==> src/rtl/ascon_cmd_ctrl.sv <==
// rtl/ascon_cmd_ctrl.sv - INS/DAT command sequencer, beat packer and result buffer for ascon_core
//
// Ports:
//   clk, rst                  clock, synchronous active-high reset
//   cmd_*                     32-bit command stream; INS = {op[31:28], flags[27:24], len[23:0] bytes}
//   key/key_valid/key_ready   CCSW-wide key beats to ascon_core
//   bdi/bdi_* , bdi_type      CCW-wide data beats to ascon_core with type, end-of-type, end-of-input
//   decrypt_in/hash_in        registered mode selection to ascon_core
//   bdo/bdo_*                 core output, pushed into the result FIFO
//   msg_auth*                 tag-verification result from the core
//   res_*                     result FIFO head and pop handshake
//   auth/auth_valid/auth_ready held tag-verification result
//   err                       sticky protocol error
module ascon_cmd_ctrl #(
    parameter int CCW       = 32,
    parameter int CCSW      = 32,
    parameter int OUT_DEPTH = 4
) (
    input  logic            clk,
    input  logic            rst,
    input  logic [31:0]     cmd_data,
    input  logic            cmd_is_ins,
    input  logic            cmd_valid,
    output logic            cmd_ready,
    output logic [CCSW-1:0] key,
    output logic            key_valid,
    input  logic            key_ready,
    output logic [CCW-1:0]  bdi,
    output logic            bdi_valid,
    input  logic            bdi_ready,
    output logic [3:0]      bdi_type,
    output logic            bdi_eot,
    output logic            bdi_eoi,
    output logic            decrypt_in,
    output logic            hash_in,
    input  logic [CCW-1:0]  bdo,
    input  logic            bdo_valid,
    output logic            bdo_ready,
    input  logic [3:0]      bdo_type,
    input  logic            bdo_eot,
    input  logic            msg_auth,
    input  logic            msg_auth_valid,
    output logic            msg_auth_ready,
    output logic [CCW-1:0]  res_data,
    output logic [3:0]      res_type,
    output logic            res_eot,
    output logic            res_valid,
    input  logic            res_ready,
    output logic            auth,
    output logic            auth_valid,
    input  logic            auth_ready,
    output logic            err
);
    localparam logic [3:0] OP_ENC      = 4'h1;
    localparam logic [3:0] OP_DEC      = 4'h2;
    localparam logic [3:0] OP_HASH     = 4'h3;
    localparam logic [3:0] OP_LD_KEY   = 4'h4;
    localparam logic [3:0] OP_LD_NONCE = 4'h5;
    localparam logic [3:0] OP_LD_AD    = 4'h6;
    localparam logic [3:0] OP_LD_MSG   = 4'h7;
    localparam logic [3:0] OP_LD_TAG   = 4'h8;

    localparam logic [3:0] D_NULL  = 4'h0;
    localparam logic [3:0] D_NONCE = 4'h1;
    localparam logic [3:0] D_AD    = 4'h2;
    localparam logic [3:0] D_MSG   = 4'h3;
    localparam logic [3:0] D_TAG   = 4'h4;

    localparam int         PW      = (CCW > CCSW) ? CCW : CCSW;
    localparam logic [2:0] WPB_KEY = 3'(CCSW / 32);
    localparam logic [2:0] WPB_BDI = 3'(CCW / 32);
    localparam int         AW      = $clog2(OUT_DEPTH);
    localparam int         FW      = CCW + 5;

    typedef enum logic [1:0] {S_IDLE, S_LOAD, S_ISSUE} state_t;

    state_t        state_q, state_d;
    logic [3:0]    op_q, op_d;
    logic          eoi_flag_q, eoi_flag_d;
    logic [22:0]   beats_q, beats_d;
    logic [22:0]   words_q, words_d;
    logic [2:0]    widx_q, widx_d;
    logic [PW-1:0] pack_q, pack_d;
    logic          decrypt_q, decrypt_d, hash_q, hash_d, err_q, err_d;

    logic [FW-1:0] fifo_mem_q [OUT_DEPTH];
    logic [AW-1:0] wr_ptr_q, wr_ptr_d, rd_ptr_q, rd_ptr_d;
    logic [AW:0]   count_q, count_d;
    logic          auth_q, auth_d, auth_valid_q, auth_valid_d;

    logic          ins_fire, dat_fire, is_key, handshake, issue, push, pop, capture;
    logic [2:0]    wpb, ins_wpb;
    logic [3:0]    ins_op;
    logic [23:0]   ins_len;
    logic [24:0]   words_sum;
    logic [23:0]   pairs_sum;
    logic [22:0]   ins_words, ins_beats;
    logic [FW-1:0] head;
    logic          unused_bits;

    assign ins_op    = cmd_data[31:28];
    assign ins_len   = cmd_data[23:0];
    // words = ceil(len/4); with two words per beat, beats = ceil(words/2) == ceil(len/8)
    assign words_sum = {1'b0, ins_len} + 25'd3;
    assign ins_words = words_sum[24:2];
    assign pairs_sum = {1'b0, ins_words} + 24'd1;
    assign ins_wpb   = (ins_op == OP_LD_KEY) ? WPB_KEY : WPB_BDI;
    assign ins_beats = (ins_wpb == 3'd2) ? pairs_sum[23:1] : ins_words;
    assign unused_bits = ^{cmd_data[27:25], words_sum[1:0], pairs_sum[0]};

    assign is_key    = (op_q == OP_LD_KEY);
    assign wpb       = is_key ? WPB_KEY : WPB_BDI;
    assign issue     = (state_q == S_ISSUE);
    assign handshake = is_key ? key_ready : bdi_ready;

    always_comb begin
        state_d    = state_q;
        op_d       = op_q;
        eoi_flag_d = eoi_flag_q;
        beats_d    = beats_q;
        words_d    = words_q;
        widx_d     = widx_q;
        pack_d     = pack_q;
        decrypt_d  = decrypt_q;
        hash_d     = hash_q;
        err_d      = err_q;
        cmd_ready  = (state_q != S_ISSUE);
        ins_fire   = cmd_valid && cmd_ready && cmd_is_ins;
        dat_fire   = cmd_valid && cmd_ready && !cmd_is_ins;

        case (state_q)
            S_IDLE: begin
                if (dat_fire) err_d = 1'b1;
            end
            S_LOAD: begin
                if (ins_fire) err_d = 1'b1;
                if (dat_fire) begin
                    pack_d[32*widx_q +: 32] = cmd_data;
                    words_d = words_q - 23'd1;
                    // A short final beat leaves its upper words at the zero the pack was cleared to
                    if (widx_q == wpb - 3'd1 || words_q == 23'd1) begin
                        widx_d  = 3'd0;
                        state_d = S_ISSUE;
                    end else begin
                        widx_d = widx_q + 3'd1;
                    end
                end
            end
            S_ISSUE: begin
                if (handshake) begin
                    beats_d = beats_q - 23'd1;
                    pack_d  = '0;
                    state_d = (beats_q == 23'd1) ? S_IDLE : S_LOAD;
                end
            end
            default: state_d = S_IDLE;
        endcase

        // An INS accepted in LOAD abandons the open segment and is decoded as if in IDLE
        if (ins_fire) begin
            state_d = S_IDLE;
            case (ins_op)
                OP_ENC:  begin decrypt_d = 1'b0; hash_d = 1'b0; end
                OP_DEC:  begin decrypt_d = 1'b1; hash_d = 1'b0; end
                OP_HASH: begin decrypt_d = 1'b0; hash_d = 1'b1; end
                OP_LD_KEY, OP_LD_NONCE, OP_LD_AD, OP_LD_MSG, OP_LD_TAG: begin
                    if (ins_len != 24'd0) begin
                        op_d       = ins_op;
                        eoi_flag_d = cmd_data[24];
                        beats_d    = ins_beats;
                        words_d    = ins_words;
                        widx_d     = 3'd0;
                        pack_d     = '0;
                        state_d    = S_LOAD;
                    end
                end
                default: err_d = 1'b1;
            endcase
        end
    end

    always_comb begin
        key_valid = issue && is_key;
        bdi_valid = issue && !is_key;
        key       = key_valid ? pack_q[CCSW-1:0] : '0;
        bdi       = bdi_valid ? pack_q[CCW-1:0] : '0;
        bdi_eot   = bdi_valid && (beats_q == 23'd1);
        bdi_eoi   = bdi_eot && eoi_flag_q;
        bdi_type  = D_NULL;
        if (bdi_valid) begin
            case (op_q)
                OP_LD_NONCE: bdi_type = D_NONCE;
                OP_LD_AD:    bdi_type = D_AD;
                OP_LD_MSG:   bdi_type = D_MSG;
                OP_LD_TAG:   bdi_type = D_TAG;
                default:     bdi_type = D_NULL;
            endcase
        end
    end

    assign decrypt_in = decrypt_q;
    assign hash_in    = hash_q;
    assign err        = err_q;

    // Result FIFO: bdo_ready comes from the registered count, so it never depends on res_ready
    always_comb begin
        bdo_ready = (count_q != (AW+1)'(OUT_DEPTH));
        res_valid = (count_q != '0);
        push      = bdo_valid && bdo_ready;
        pop       = res_valid && res_ready;
        wr_ptr_d  = push ? wr_ptr_q + 1'b1 : wr_ptr_q;
        rd_ptr_d  = pop ? rd_ptr_q + 1'b1 : rd_ptr_q;
        case ({push, pop})
            2'b10:   count_d = count_q + 1'b1;
            2'b01:   count_d = count_q - 1'b1;
            default: count_d = count_q;
        endcase
        head     = fifo_mem_q[rd_ptr_q];
        res_data = res_valid ? head[FW-1:5] : '0;
        res_type = res_valid ? head[4:1] : 4'h0;
        res_eot  = res_valid && head[0];
    end

    // Capture needs auth_valid low and a clear needs it high, so capture-over-clear is structural
    always_comb begin
        msg_auth_ready = !auth_valid_q;
        capture        = msg_auth_valid && msg_auth_ready;
        auth_d         = capture ? msg_auth : auth_q;
        if (capture) auth_valid_d = 1'b1;
        else if (auth_valid_q && auth_ready) auth_valid_d = 1'b0;
        else auth_valid_d = auth_valid_q;
        auth       = auth_q;
        auth_valid = auth_valid_q;
    end

    always_ff @(posedge clk) begin
        if (rst) begin
            state_q      <= S_IDLE;
            op_q         <= 4'h0;
            eoi_flag_q   <= 1'b0;
            beats_q      <= '0;
            words_q      <= '0;
            widx_q       <= 3'd0;
            pack_q       <= '0;
            decrypt_q    <= 1'b0;
            hash_q       <= 1'b0;
            err_q        <= 1'b0;
            wr_ptr_q     <= '0;
            rd_ptr_q     <= '0;
            count_q      <= '0;
            auth_q       <= 1'b0;
            auth_valid_q <= 1'b0;
        end else begin
            state_q      <= state_d;
            op_q         <= op_d;
            eoi_flag_q   <= eoi_flag_d;
            beats_q      <= beats_d;
            words_q      <= words_d;
            widx_q       <= widx_d;
            pack_q       <= pack_d;
            decrypt_q    <= decrypt_d;
            hash_q       <= hash_d;
            err_q        <= err_d;
            wr_ptr_q     <= wr_ptr_d;
            rd_ptr_q     <= rd_ptr_d;
            count_q      <= count_d;
            auth_q       <= auth_d;
            auth_valid_q <= auth_valid_d;
        end
    end

    always_ff @(posedge clk) begin
        if (push) fifo_mem_q[wr_ptr_q] <= {bdo, bdo_type, bdo_eot};
    end
endmodule

==> config.mk <==
export PLATFORM = sky130hd
export DESIGN_NAME = ascon_cmd_ctrl
export DESIGN_NICKNAME = d
export VERILOG_FILES = /design/src/rtl/ascon_cmd_ctrl.sv
export SDC_FILE = /design/constraint.sdc
export NUM_CORES = 1
export LEC_CHECK = 0
export ABC_CLOCK_PERIOD_IN_PS = 2100
export CORE_MARGIN = 5
export CORE_UTILIZATION = 57
export CTS_BUF_LIST = sky130_fd_sc_hd__clkbuf_8 sky130_fd_sc_hd__clkbuf_16
export CTS_CLUSTER_SIZE = 14
export DETAILED_ROUTE_END_ITERATION = 12
export DONT_BUFFER_PORTS = 1
export PLACE_DENSITY_LB_ADDON = 0.3
export SYNTH_ARGS = -nofsm -noshare
export SYNTH_HDL_FRONTEND = slang
export SYNTH_SLANG_ARGS = --single-unit
==> constraint.sdc <==
create_clock -name clk -period 2.1 [get_ports clk]
set_input_delay 0.21 -clock clk [delete_from_list [all_inputs] [get_ports clk]]
set_output_delay 0.21 -clock clk [all_outputs]
set_load 0.01 [all_outputs]
==> results.md, run 1 <==
- Area contributors post-synth: edfxtp_1 39%, dfxtp_1 18%, mux4_2 7.4%
- Core Region: around 20,000 um2
- M2 GR Usage: 49.5%
- Routed vias: ~8,500
- Post-layout util: between 70% and 80%
- Final setup TNS: -8.13 ns
- Vias per inst: 6.25
- First DRT Iteration DRCs: between 700 and 800
- Fill cell count: approximately 1,100
- Status: finished, violations left
- Post-route antenna net violation count: 0
- Cell row count: 51
- Clock Power Share: 29.4%
- Clock Pin Slew Worst Setup and Hold Paths: roughly 0.06 ns
- CTS buffer count: 26
- Max-cap violations: 0
- GPL Wtd Cong: ~0.89
- Final setup fails: 96
- Synth Warn #: 0
- Starting density of the core: slightly below 60%
- Final WS setup: -0.448 ns
- Internal Pwr Total: approximately 11 mW
- Final hold viol count: 1
- DR pass1 iterations: 5
- Pwr Density: 1100 nW/um2
- Tmin final: about 2.5 ns
- Root Buffer: clkbuf_16
- Worst Path Max Fanout: 2
- Syn Inst Count: 932
- Most common cell in the netlist: edfxtp_1
- Switching Share: a little under a third
- Critical path's largest stage delay: ~0.57 ns
- Num ports: about 200
- Initial antenna violation count: 0
- Clock Sinks: 250
- Worst-path cell chain: or4_4 -> nor4_4 -> nand4b_1 -> nor3_2 -> and2_4
- Switching pwr: roughly 5 mW
- Htree depth: 1
- Total gr overflow: 0
- Hold WS: -0.00376 ns
- Area delta synth->final: 30.8%
- Die W: about 150 um
- Lkg Pwr: approximately 5.3 nW
- Area post-placement: around 12,000 um2
- Syn Area/Cell: between 10 and 15 um2
- Routed wire length: 33.6 mm
- RSZ-0062 raised after global routing: true
- Total global-route track usage: 27.3%
- Gr busiest metal: met2
- Post-DR wirelength/cell: about 25 um
- Min-delay worst type: in -> reg
- Largest net degree at the start of global routing: 52
- Fmax: just under 400 MHz
- # port buffers: 0
- Post-synth EDFFs: roughly 150
- Async set-reset flop share out of synthesis: 0%
- Inserted Diodes: 0
- R2r setup slk: -0.22 ns
- Vias in the first global route: ~8,400
- Post-synth net total: about 1,000
- Final net count: between 1,000 and 1,500
- Die height: 151 um
- Sequential cell area fraction in the yosys report: 57.5%
- First-pass GRT wire length: approximately 48 mm
- Die area: between 20,000 and 25,000 um2
- DRC viols: 0
- Slew Limit Fails: 0
- CTS Buffer Depth: 3
- Crit end category: primary output
- Mapped Area: 11,300 um2
- Clk_skew: between 0.015 and 0.02 ns
- Failing checks: negative hold slack, negative setup slack
- Most used DFF post-synth: edfxtp_1
- Yosys top cell by area: edfxtp_1
- HPWL after DPL: between 15 and 20 mm
- Worst EP arrival: approximately 2.3 ns
- Ratio of cells with drive above 1 in the final layout: 28.4%
- Register share of total power: 36.9%
- Max stage delay cell, worst path: or4_4
- Design area: about 15,000 um2
- Required @ worst endpoint: roughly 1.9 ns
- Grt met3 use: 4.30%
- Commonest cells in the netlist: 148 x edfxtp_1, 102 x dfxtp_1, 78 x and2_1
- Netlist cell types: 64
- Startpoint Class: register
- Combinational power share: 33.7%
- Kind of critical path: reg -> out
- Synth top area share: between 30% and 40%
- WP buf/inv: 0
- Met1 GRT Util: between 30 and 40%
- Worst vdd ir: 0.833 mV
- CTS tree: done
- Clock latency on the worst-skew pair: between 0.5 and 0.6 ns
- Fin crit share: 121%
- Flops & latches, synth: 250
- Placement Setup Slack: -0.0841 ns
- CP delay by family, top: simple AND/OR/NAND/NOR gates
placed cells by master, fill, tap and decap left out, types with 9 or more instances in the layout:
cell type	count
xnor2_1	37
nand4_1	10
ha_1	11
dfxtp_1	92
and2_1	25
and3_1	37
nand2_1	45
and2_4	53
nor4_1	11
xor2_1	32
a21o_1	11
nor3_1	18
inv_1	21
edfxtp_1	148
buf_4	57
dlygate4sd3_1	78
a22oi_2	27
nor2_1	68
dfxtp_2	9
clkbuf_16	32
buf_12	16
nand3_1	14
a21oi_1	52
mux4_2	37
area by class of cell:
class	instances	area, um2	share of cell area [%]
inverter	20	77.6	0.526
clock inverter	21	219	1.48
multi-input combinational	611	5020	34.0
clock buffer	27	664	4.50
timing repair buffer	172	1940	13.2
sequential	250	6500	44.1
tap	265	332	2.25
registers in the layout, summed over array words and instances, names as in the netlist, 2 cells and up, named ones only:
register,flops
count_q,3
op_q,4
words_q,23
pack_q,32
widx_q,3
fifo_mem_q,148
wr_ptr_q,2
state_q,2
rd_ptr_q,2
beats_q,23
power by group through the flow:
| stage | logic [mW] | clock network [mW] | registers [mW] |
|---|---|---|---|
| 4_1_cts | 4.73 | 4.73 | 5.94 |
| 6_report | 5.48 | 4.77 | 5.99 |
| 3_5_place_dp | 3.55 | 0 | 6.01 |
| 3_3_place_gp | 3.48 | 0 | 5.98 |
| 5_1_grt | 5.75 | 5.03 | 6.03 |
| 2_1_floorplan | 2.63 | 0 | 5.95 |
worst paths after layout:
kind / from / to / cells after the start
worst max register to register: widx_q[0] / pack_q[18] / 11
worst max-delay path: beats_q[5] / bdi_eoi / 5
worst min-delay path: rst / words_q[2] / 2
worst min register to register: eoi_flag_q / eoi_flag_q / 2
layer usage:
metal	share of wire, %	vias to the layer above
met4	3.1	0
met5	0	-
met3	8.4	77
li1	-	3736
met2	52	478
met1	36	4248
cell families after synthesis:
group	count (synthesis)	synth area share (%)
adders and majority gates	16	1.84
and+or+nand+nor	342	16.9
AOI/OAI and AO/OA	143	8.06
buffers and inverters	71	2.54
xor gates and xnor gates	69	5.36
other	1	0.0332
DFF	250	57.5
muxes	40	7.76
what timing repair did:
action                                 CTS  global route
gates resized for setup                 93            70
endpoints found under the hold margin  249             0
setup endpoints to repair              107           128
buffers inserted                         6            17
hold buffers                            79             0
pin swaps                               19            19
cloned                                   9             8
through the flow:
stage | power [mW] | cells
after detailed placement | 9.56 | 1202
final | 16.2 | 1366
after floorplan | 8.58 | 932
after global placement | 9.46 | 1202
after global routing | 16.8 | 1366
after CTS | 15.4 | 1344
Power figures use the tool's default switching activity.
==> inputs of run 2 (changes only) <==
--- a/config.mk
+++ b/config.mk
@@ -13,6 +13,7 @@
 export DETAILED_ROUTE_END_ITERATION = 12
 export DONT_BUFFER_PORTS = 1
 export PLACE_DENSITY_LB_ADDON = 0.3
+export SKIP_CTS_REPAIR_TIMING = 1
 export SYNTH_ARGS = -nofsm -noshare
 export SYNTH_HDL_FRONTEND = slang
 export SYNTH_SLANG_ARGS = --single-unit
==> run 2 against run 1 <==
Compared with the run above: non-clock buffer count is 8 lower; global-route usage is 5.2 points lower; fmax is 1.2% lower; sequential power is 0.7% lower; count of clock-buffer cells in the layout stayed put; critical endpoint unchanged; die area stayed put; clock power is 1% lower; the run ends with negative setup slack left; via count is 2.7% lower; final cell count is 0.59% lower; critical path type unchanged; total power is 2.0% lower.
==> results.md, run 2 (same netlist as run 1, synthesis figures left out) <==
- Largest Register: fifo_mem_q (unchanged)
- Root Buffer: clkbuf_16 (unchanged)
- Post-route antenna net violation count: 0 (unchanged)
- Fmax: 388 MHz (was 392 MHz)
- Htree depth: 1 (unchanged)
- Cell row count: 51 (unchanged)
- Slew Limit Fails: 0 (unchanged)
- DR pass1 iterations: 5 (unchanged)
- Vias per inst: 6.12 (was 6.25)
- Clock Sinks: 250 (unchanged)
- Post-layout util: 75.1% (was 75.8%)
- Placement Setup Slack: -0.0841 ns (unchanged)
- Vias in the first global route: 7,506 (was 8,382)
- Kind of critical path: reg -> out (unchanged)
- Inserted Diodes: 0 (unchanged)
- Met2 wire len: 16.2 mm (was 17.5 mm)
- First-pass GRT wire length: 39.9 mm (was 47.8 mm)
- Initial antenna violation count: 0 (unchanged)
- Die W: 151 um (unchanged)
- Required @ worst endpoint: 1.89 ns (about the same)
- Highest Signal Layer: met4 (unchanged)
- Fill cell count: 1,100 (was 1,092)
- Routed length on met3: 2.42 mm (was 2.81 mm)
- Worst vdd ir: 0.610 mV (was 0.833 mV)
- Clock Pin Slew Worst Setup and Hold Paths: 0.06 ns (about the same)
- Lkg Pwr: 5.23 nW (was 5.32 nW)
- CTS buffer count: 26 (unchanged)
- Pwr Density: 1090 nW/um2 (was 1100 nW/um2)
- M1 wire length: 11.6 mm (was 12.2 mm)
- # port buffers: 0 (unchanged)
- RSZ-0062 raised after global routing: true (unchanged)
- Die height: 151 um (unchanged)
- Clk_skew: 0.0186 ns (was 0.0183 ns)
- Tmin final: 2.58 ns (was 2.55 ns)
- Post-DR wirelength/cell: 22.9 um (was 24.6 um)
- Worst Path Max Fanout: 3 (was 2)
- Max-cap violations: 0 (unchanged)
- Starting density of the core: 58.0% (unchanged)
- Commonest non-fill, non-tap cells in the layout: 148 x edfxtp_1, 96 x dfxtp_1, 75 x dlygate4sd3_1, 69 x nor2_1, 56 x buf_4 (was 148 x edfxtp_1, 92 x dfxtp_1, 78 x dlygate4sd3_1, 68 x nor2_1, 57 x buf_4)
- Max-Slew Margin vs Limit: about two thirds
- Core Region: 19,500 um2 (unchanged)
- Final hold viol count: 0 (was 1)
- Final WS setup: -0.478 ns (was -0.448 ns)
- Commonest non-fill, non-tap cell in the layout: edfxtp_1 (unchanged)
- Routed vias: 8,311 (was 8,539)
- GPL Wtd Cong: 0.895 (unchanged)
- Worst EP arrival: 2.37 ns (was 2.34 ns)
- Die area: 22,700 um2 (unchanged)
- CTS Buffer Depth: 3 (unchanged)
- Ratio of cells with drive above 1 in the final layout: 26.8% (was 28.4%)
- Area delta synth->final: 29.5% (was 30.8%)
- Num ports: 198 (unchanged)
- Routed wire length: 31.0 mm (was 33.6 mm)
- Failing checks: negative setup slack (was negative hold slack, negative setup slack)
- Total global-route track usage: 22.1% (was 27.3%)
- Total gr overflow: 0 (unchanged)
- Crit end category: primary output (unchanged)
- CTS tree: done (unchanged)
- Fin crit share: 123% (was 121%)
- Largest net degree at the start of global routing: 53 (was 52)
- First DRT Iteration DRCs: 566 (was 717)
- DRC viols: 0 (unchanged)
- Area of the multi-input gates: 4990 um2 (was 5020 um2)
- Max reg flops: 148 (unchanged)
- Clock latency on the worst-skew pair: 0.53 ns (was 0.54 ns)
- Final setup fails: 61 (was 96)
- Startpoint Class: register (unchanged)
- Top Registers: fifo_mem_q x148, pack_q x32 (unchanged)
- Seq. cell area: 6500 um2 (about the same)
- Final net count: 1,169 (was 1,177)
- Status: finished, violations left (unchanged)
- Min-delay worst type: in -> reg (unchanged)
- Slew @ Worst Pin: roughly 0.49 ns
- HPWL after DPL: 17.2 mm (unchanged)
- Pwr Total: 15.9 mW (was 16.2 mW)
run 2: cell types whose count changed in the layout (fill, tap and decap cells not counted), sizes merged:
cell,delta
buf,-7
clkinvlp,+1
dlygate4sd3,-3
clkbuf,+3
inv,-1
bufbuf,-1
run 2: final timing paths:
| kind | from | to | slack [ns] | cells after the start |
|---|---|---|---|---|
| worst max register to register | widx_q[1] | pack_q[15] | -0.08 | 10 |
| worst max-delay path | beats_q[5] | bdi_eoi | -0.48 | 5 |
| worst min-delay path | cmd_is_ins | widx_q[1] | 0.007 | 4 |
| worst min register to register | words_q[19] | words_q[19] | 0.49 | 2 |
run 2: layout make-up:
class | instances | share of cell area (%)
sequential | 250 | 44.5
multi-input combinational | 611 | 34.1
clock buffer | 27 | 4.55
tap | 265 | 2.27
clock inverter | 21 | 1.50
inverter | 20 | 0.539
timing repair buffer | 164 | 12.6
run 2: per-layer routing:
metal	GRT usage, %	up-vias
li1	-	3718
met1	26.8	4133
met2	40.3	390
met3	4.61	70
met4	5.17	0
met5	0	-
run 2: worst max-delay path, stage by stage, from the launching register on:
cell,delay (ns)
dfxtp_2,0.33
or4_4,0.57
nor4_4,0.30
nand4b_1,0.20
nor3_2,0.24
and2_4,0.20
run 2: where the power goes:
group	switching, mW	internal [mW]
Clock	1.92	2.79
Combinational	2.64	2.60
Sequential	0.261	5.69
run 2: through the flow:
step	TNS [ns]	hold slack [ns]	area, um2	instances
6_report	-2.66	0.00699	14600	1358
5_1_grt	-8.18	0.000516	14600	1358
4_1_cts	-17.59	-0.267	12900	1250
3_5_place_dp	-1.28	0.286	12000	1202
3_3_place_gp	0	0.284	12000	1202
2_1_floorplan	-0.840	0.307	11300	932
